--- src/rtl/pipe_stall_ctrl_pkg.sv ---
// Shared definitions for the pipeline stall/flush controller:
// stage bit positions, stall-vector constants and FSM state encoding.
package pipe_ctrl_pkg;

  localparam int unsigned STG_PC     = 0;
  localparam int unsigned STG_IF     = 1;
  localparam int unsigned STG_ID     = 2;
  localparam int unsigned STG_EX     = 3;
  localparam int unsigned STG_MEM    = 4;
  localparam int unsigned STG_WB     = 5;
  localparam int unsigned NUM_STAGES = 6;

  // MEM and WB are never stalled so in-flight results keep draining.
  localparam logic [NUM_STAGES-1:0] STALL_NONE = 6'b000000;
  localparam logic [NUM_STAGES-1:0] STALL_ID   = 6'b000111;
  localparam logic [NUM_STAGES-1:0] STALL_EX   = 6'b001111;

  typedef enum logic [1:0] {
    ST_IDLE    = 2'd0,
    ST_MC_RUN  = 2'd1,
    ST_MC_DONE = 2'd2,
    ST_FLUSH   = 2'd3
  } ctrl_state_e;

endpackage

--- src/rtl/pipe_stall_ctrl_mc_cycle_counter.sv ---
// Loadable down-counter with terminal-count flag (count <= 1).
// Used for both the multi-cycle op length and the flush window length.
module mc_cycle_counter
  import pipe_ctrl_pkg::*;
#(
  parameter int unsigned CNT_W = 6
) (
  input  logic             clk,
  input  logic             rst,
  input  logic             load_i,
  input  logic [CNT_W-1:0] load_val_i,
  input  logic             dec_i,
  output logic             tc_o
);

  logic [CNT_W-1:0] cnt_q;
  logic [CNT_W-1:0] cnt_d;

  // Next count: load wins over decrement; decrement saturates at zero.
  always_comb begin
    cnt_d = cnt_q;
    if (load_i) begin
      cnt_d = load_val_i;
    end else if (dec_i && (cnt_q != '0)) begin
      cnt_d = cnt_q - CNT_W'(1);
    end
  end

  // Count register, synchronous active-high reset.
  always_ff @(posedge clk) begin
    if (rst) begin
      cnt_q <= '0;
    end else begin
      cnt_q <= cnt_d;
    end
  end

  assign tc_o = (cnt_q <= CNT_W'(1));

endmodule

--- src/rtl/pipe_stall_ctrl.sv ---
// Central stall/flush controller for the 5-stage pipeline.
// Merges ID/EX stall requests and multi-cycle EX ops into one per-stage
// stall vector and sequences the exception/redirect flush window.
// Optional stalled-cycle counter enabled by macro PIPE_STALL_PERF_EN.
module pipe_stall_ctrl
  import pipe_ctrl_pkg::*;
#(
  parameter int unsigned CNT_W     = 6,
  parameter int unsigned FLUSH_LEN = 1
) (
  input  logic             clk,
  input  logic             rst,
  input  logic             stallreq_id,
  input  logic             stallreq_ex,
  input  logic             mc_start,
  input  logic [CNT_W-1:0] mc_cycles,
  input  logic             flush_req,
  output logic [5:0]       stall,
  output logic             flush,
  output logic             mc_busy,
  output logic             mc_done,
  output logic [31:0]      stall_cycles
);

  localparam logic [CNT_W-1:0] FLUSH_RELOAD = CNT_W'(FLUSH_LEN - 1);

  ctrl_state_e      state_q;
  ctrl_state_e      state_d;

  logic             mc_load;
  logic [CNT_W-1:0] mc_load_val;
  logic             mc_dec;
  logic             mc_tc;
  logic             fl_load;
  logic             fl_dec;
  logic             fl_tc;

  mc_cycle_counter #(.CNT_W(CNT_W)) u_mc_cnt (
    .clk        (clk),
    .rst        (rst),
    .load_i     (mc_load),
    .load_val_i (mc_load_val),
    .dec_i      (mc_dec),
    .tc_o       (mc_tc)
  );

  mc_cycle_counter #(.CNT_W(CNT_W)) u_flush_cnt (
    .clk        (clk),
    .rst        (rst),
    .load_i     (fl_load),
    .load_val_i (FLUSH_RELOAD),
    .dec_i      (fl_dec),
    .tc_o       (fl_tc)
  );

  // State register, synchronous active-high reset.
  always_ff @(posedge clk) begin
    if (rst) begin
      state_q <= ST_IDLE;
    end else begin
      state_q <= state_d;
    end
  end

  // Next-state, counter control and combinational stall/flush outputs.
  // The start cycle itself counts as the first stalled cycle, so MC_RUN
  // lasts N-1 cycles (counter loaded with N-1) and N<=1 skips straight to
  // MC_DONE. The flush window likewise leaves FLUSH when the counter is at
  // its terminal count, giving FLUSH_LEN asserted cycles in total.
  always_comb begin
    state_d     = state_q;
    stall       = STALL_NONE;
    flush       = 1'b0;
    mc_load     = 1'b0;
    mc_load_val = mc_cycles - CNT_W'(1);
    mc_dec      = 1'b0;
    fl_load     = 1'b0;
    fl_dec      = 1'b0;

    if (flush_req) begin
      flush   = 1'b1;
      fl_load = 1'b1;
      state_d = (FLUSH_LEN > 1) ? ST_FLUSH : ST_IDLE;
    end else begin
      unique case (state_q)
        ST_IDLE: begin
          if (mc_start) begin
            stall   = STALL_EX;
            mc_load = 1'b1;
            state_d = (mc_cycles <= CNT_W'(1)) ? ST_MC_DONE : ST_MC_RUN;
          end else if (stallreq_ex) begin
            stall = STALL_EX;
          end else if (stallreq_id) begin
            stall = STALL_ID;
          end
        end
        ST_MC_RUN: begin
          stall = STALL_EX;
          if (mc_tc) begin
            state_d = ST_MC_DONE;
          end else begin
            mc_dec = 1'b1;
          end
        end
        ST_MC_DONE: begin
          state_d = ST_IDLE;
          if (stallreq_ex) begin
            stall = STALL_EX;
          end else if (stallreq_id) begin
            stall = STALL_ID;
          end
        end
        ST_FLUSH: begin
          flush = 1'b1;
          if (fl_tc) begin
            state_d = ST_IDLE;
          end else begin
            fl_dec = 1'b1;
          end
        end
        default: begin
          state_d = ST_IDLE;
        end
      endcase
    end

    if (rst) begin
      stall = STALL_NONE;
      flush = 1'b0;
    end
  end

  assign mc_busy = ~rst & (state_q == ST_MC_RUN);
  assign mc_done = ~rst & (state_q == ST_MC_DONE);

`ifdef PIPE_STALL_PERF_EN
  logic [31:0] stall_cycles_q;
  logic [31:0] stall_cycles_d;

  // Next stalled-cycle count; wraps naturally at 2^32.
  always_comb begin
    stall_cycles_d = stall_cycles_q;
    if (stall[STG_PC]) begin
      stall_cycles_d = stall_cycles_q + 32'd1;
    end
  end

  // Stalled-cycle counter register.
  always_ff @(posedge clk) begin
    if (rst) begin
      stall_cycles_q <= '0;
    end else begin
      stall_cycles_q <= stall_cycles_d;
    end
  end

  assign stall_cycles = stall_cycles_q;
`else
  assign stall_cycles = '0;
`endif

endmodule

--- config.mk ---
export PLATFORM = sky130hd
export DESIGN_NAME = pipe_stall_ctrl
export DESIGN_NICKNAME = d
export VERILOG_FILES = /design/src/rtl/pipe_stall_ctrl_pkg.sv /design/src/rtl/pipe_stall_ctrl_mc_cycle_counter.sv /design/src/rtl/pipe_stall_ctrl.sv
export SDC_FILE = /design/constraint.sdc
export NUM_CORES = 1
export LEC_CHECK = 0
export ABC_AREA = 0
export CAP_MARGIN = 0
export CORE_MARGIN = 10
export CORE_UTILIZATION = 43
export DETAILED_ROUTE_END_ITERATION = 10
export PLACE_DENSITY = 0.81
export SLEW_MARGIN = 20
export SYNTH_ARGS = -nofsm -noshare
export SYNTH_HDL_FRONTEND = slang
export SYNTH_SLANG_ARGS = --single-unit
--- constraint.sdc ---
create_clock -name clk -period 2.5 [get_ports clk]
set_clock_uncertainty 0.15 [all_clocks]
set_input_delay 0.375 -clock clk [delete_from_list [all_inputs] [get_ports clk]]
set_output_delay 0.375 -clock clk [all_outputs]
set_load 0.005 [all_outputs]
==> impl_summary.txt <==
----------------------------------------------------
[Setup path]
  CP max-delay cell ... sky130_fd_sc_hd__clkdlybuf4s50_1
  Critical Path Most Common Cell ... sky130_fd_sc_hd__clkdlybuf4s50_1
  Buffers and inverters on the worst path ... 2
  Critical Path Source ... flush_req
  Worst-path maximum fanout ... 3
  Critical path startpoint category ... input port
  WP data arrival ... 1890 ps
  Worst path top cell family by delay ... buffers and inverters
  Worst EP required ... 1980 ps
  WS Path Type ... in -> out
  Sequence of cells on the critical path ... clkdlybuf4s50_1, or2_2, a21oi_2, a31o_2, clkdlybuf4s50_1
  Kind of capture point of the worst setup path ... primary output
  Highest cell delay on the worst timing path ... 500 ps
  R2R setup slack ... 620 ps
  Critical register-to-register path startpoint ... u_mc_cnt.cnt_q[0]

[Outcome]
  Run status ... completed

[Floorplanning]
  Die Span X ... 74.2 um
  Number of top-level pins ... 53
  Die height ... 74.2 um
  Cell Rows ... 19
  Effective utilization at floorplan ... 45.4%
  Core Region ... 0.00278 mm^2
  Area enclosed by the die boundary ... 0.00551 mm^2

[Synthesis]
  Top area cells in the synthesized netlist ... sky130_fd_sc_hd__dfxtp_1 22%, sky130_fd_sc_hd__buf_4 21%, sky130_fd_sc_hd__ha_1 7.9%, sky130_fd_sc_hd__xor2_1 6.9%, sky130_fd_sc_hd__nor2_1 6.2%
  Number of cells produced by synthesis ... 158
  Most numerous cell in the Yosys netlist ... sky130_fd_sc_hd__buf_4
  Synthesis-stage register bit count ... 14
  Commonest cells post-synth ... 36 x sky130_fd_sc_hd__buf_4, 21 x sky130_fd_sc_hd__nor2_1, 14 x sky130_fd_sc_hd__dfxtp_1
  Synthesized cell area ... 0.00126 mm^2
  Sequential area share after synthesis ... 22.2%
  Most instantiated flip-flop cell in the synthesis netlist ... sky130_fd_sc_hd__dfxtp_1
  Number of distinct library cells after synthesis ... 35
  Number of warnings printed during yosys synthesis ... 0
  Area fraction of the dominant cell type after synthesis ... 22.2%
  Top cell type by total area after synthesis ... sky130_fd_sc_hd__dfxtp_1
  Synth Area per Inst ... 8.00 um^2
  Post-synthesis async set-or-reset flop share ... 0%
  Number of flops mapped to enable cells by yosys ... 0

[Power]
  Part of the power in combinational logic ... 24.7%
  Worst ir drop on vdd ... 192 uV
  Clock network fraction of total power ... 30.5%
  PwrDens ... 390 mW/mm^2
  NetSw ... 159 uW
  Part of the total power dissipated in sequential elements ... 44.8%
  Net switching share of the total power ... 29.4%
  Internal Pwr Total ... 381 uW
  Standby leakage power ... 0.592 nW

[Cells and area]
  Area delta synth->final ... 9.51%
  Layout Cell Area excl Fill ... 0.00138 mm^2
  Count of inserted antenna diode cells ... 0
  Nets ... 196
  Ratio of cells with drive above 1 in the final layout ... 8.57%

[Clocking]
  # clock sinks ... 14
  TritonCTS clock tree ... built
  Root buffer cell ... sky130_fd_sc_hd__clkbuf_4
  Clock Pin Slew Worst Setup and Hold Paths ... 80 ps
  CTS buffer count ... 3
  Depth of the CTS H-tree ... 1
  Bufs on Longest Clock Path ... 2
  Clock latency reported for the late side of the worst-skew pair ... 290 ps

[Global route]
  Initial antenna violation count ... 0
  Global-route total usage across every layer ... 9.06%
  Via count of the first global-routing pass ... 916
  Grt total ovfl ... 0
  Largest net degree at the start of global routing ... 11
  Wire length of the first global-routing pass ... 4110 um

[Worst hold path]
  Min-Delay Path Class ... reg -> reg
  Worst hold path startpoint ... u_flush_cnt.cnt_q[1]

[Placement]
  Post-DP HPWL ... 2150 um
  Final Wtd Congestion ... 0.763
  Number of buffer cells added on primary ports ... 18
  Placed Instance Area ... 0.00134 mm^2

[Timing]
  Unrepaired setup endpoints after global routing ... false
  Time the final worst path needs with I/O delays and setup ... 2410 ps
  Final count of hold timing violations ... 0
  Sum of negative setup slack ... 0 ps
  Total of endpoints with negative setup slack in the final report ... 0
  Fraction of the cycle the final worst path needs ... 96.5%
  Top achievable clock speed ... 0.415 GHz
  Max Slew Vio Count ... 0

[Drt]
  Drt initial violations ... 42
  Aggregate routed wire length ... 2600 um
  Remaining design rule violation count ... 0
  Count of TritonRoute iterations in the first routing pass ... 4
  Routed len/inst ... 12.6 um
  Post-detailed-route via-to-cell ratio ... 4.82
  Routed Antenna Nets ... 0
  Via count ... 992

[Run]
  Max-Cap Viols ... 0

----------------------------------------------------
timing repair:
item / in CTS / in global routing
setup buffers: 0 / 0
gates resized for setup: 0 / 3
hold buffers: 0 / 0
setup endpoints to repair: 0 / 3
worst paths after layout:
check,end,depth (start not counted)
worst min-delay path,u_flush_cnt.cnt_q[1],2
worst max-delay path,stall[0],5
worst max register to register,u_mc_cnt.cnt_q[3],6
worst min register to register,u_flush_cnt.cnt_q[1],2
power groups by stage:
stage / logic (mW) / clock network [mW] / registers [mW]
4_1_cts: 0.131 / 0.167 / 0.242
5_1_grt: 0.151 / 0.176 / 0.244
3_5_place_dp: 0.130 / 0 / 0.247
2_1_floorplan: 0.126 / 0 / 0.243
3_3_place_gp: 0.129 / 0 / 0.247
6_report: 0.133 / 0.165 / 0.242
cell families (layout without fill, tap and decap cells):
group / after synthesis / after routing / synth area share, %
AOI/OAI and AO/OA: 25 / 25 / 15.0
xor gates and xnor gates: 12 / 12 / 8.32
adders and majority gates: 8 / 8 / 7.92
buffers and inverters: 49 / 33 / 25.6
DFF: 14 / 14 / 22.2
muxes: 1 / 1 / 0.792
other: 1 / 34 / 0.297
and+or+nand+nor: 48 / 48 / 19.9
state kept, by name (all words and copies together) (netlist names):
signal,count
state_q,2
u_flush_cnt.cnt_q,6
u_mc_cnt.cnt_q,6
cell usage in the layout, fill, tap and decap left out, types with 2 or more instances in the layout:
cell type                         synthesis  routed
sky130_fd_sc_hd__o21a_1                   3       3
sky130_fd_sc_hd__clkdlybuf4s50_1          0      16
sky130_fd_sc_hd__nor2_1                  21      21
sky130_fd_sc_hd__conb_1                   1      34
sky130_fd_sc_hd__xnor2_1                  2       2
sky130_fd_sc_hd__dfxtp_1                 14      14
sky130_fd_sc_hd__nor3_1                   8       8
sky130_fd_sc_hd__clkbuf_4                 0       3
sky130_fd_sc_hd__nor3b_1                  2       2
sky130_fd_sc_hd__a21oi_1                  4       3
sky130_fd_sc_hd__ha_1                     8       8
sky130_fd_sc_hd__o31ai_1                  2       2
sky130_fd_sc_hd__buf_4                   36       4
sky130_fd_sc_hd__inv_1                    7       7
sky130_fd_sc_hd__nand3_1                  3       3
sky130_fd_sc_hd__or2_2                    2       2
sky130_fd_sc_hd__o2111ai_1                2       2
sky130_fd_sc_hd__o211ai_1                 3       3
sky130_fd_sc_hd__nor4_1                   3       3
sky130_fd_sc_hd__a211oi_1                 6       6
sky130_fd_sc_hd__xor2_1                  10      10
sky130_fd_sc_hd__nand4_1                  2       2
sky130_fd_sc_hd__dlymetal6s2s_1           0       2
metal layers:
| layer | vias to the layer above | global-route usage [%] | routed length (um) |
|---|---|---|---|
| met4 | 0 | 4.88 | 60 |
| met3 | 5 | 2.79 | 303 |
| met2 | 49 | 12.1 | 969 |
| met5 | - | 0 | 0 |
| met1 | 423 | 12.5 | 1260 |
| li1 | 515 | - | - |
worst reg2reg max path: stages, from the launching register on:
cell,delay (ps)
sky130_fd_sc_hd__dfxtp_1,440
sky130_fd_sc_hd__inv_1,90
sky130_fd_sc_hd__ha_1,260
sky130_fd_sc_hd__nor3_1,340
sky130_fd_sc_hd__o211ai_2,140
sky130_fd_sc_hd__xor2_1,170
sky130_fd_sc_hd__a211oi_1,220
stage by stage:
step,hold slack (ps),setup slack [ps],total power [mW],utilization [%],cells
floorplan,352,689,0.369,-,191
global placement,372,40.6,0.376,48.1,202
detailed placement,385,33.1,0.377,48.1,202
CTS,397,29.7,0.540,49.4,206
global route,442,6.70,0.571,49.8,206
finish,398,87.6,0.540,49.8,206
layout make-up:
type | count | area [um^2]
fill | 261 | 1400
timing repair buffer | 22 | 215
multi-input combinational | 128 | 787
inverter | 7 | 26.3
sequential | 14 | 280
tap | 31 | 38.8
clock buffer | 4 | 36.3
Note: power is estimated with default switching activity, not from simulation.
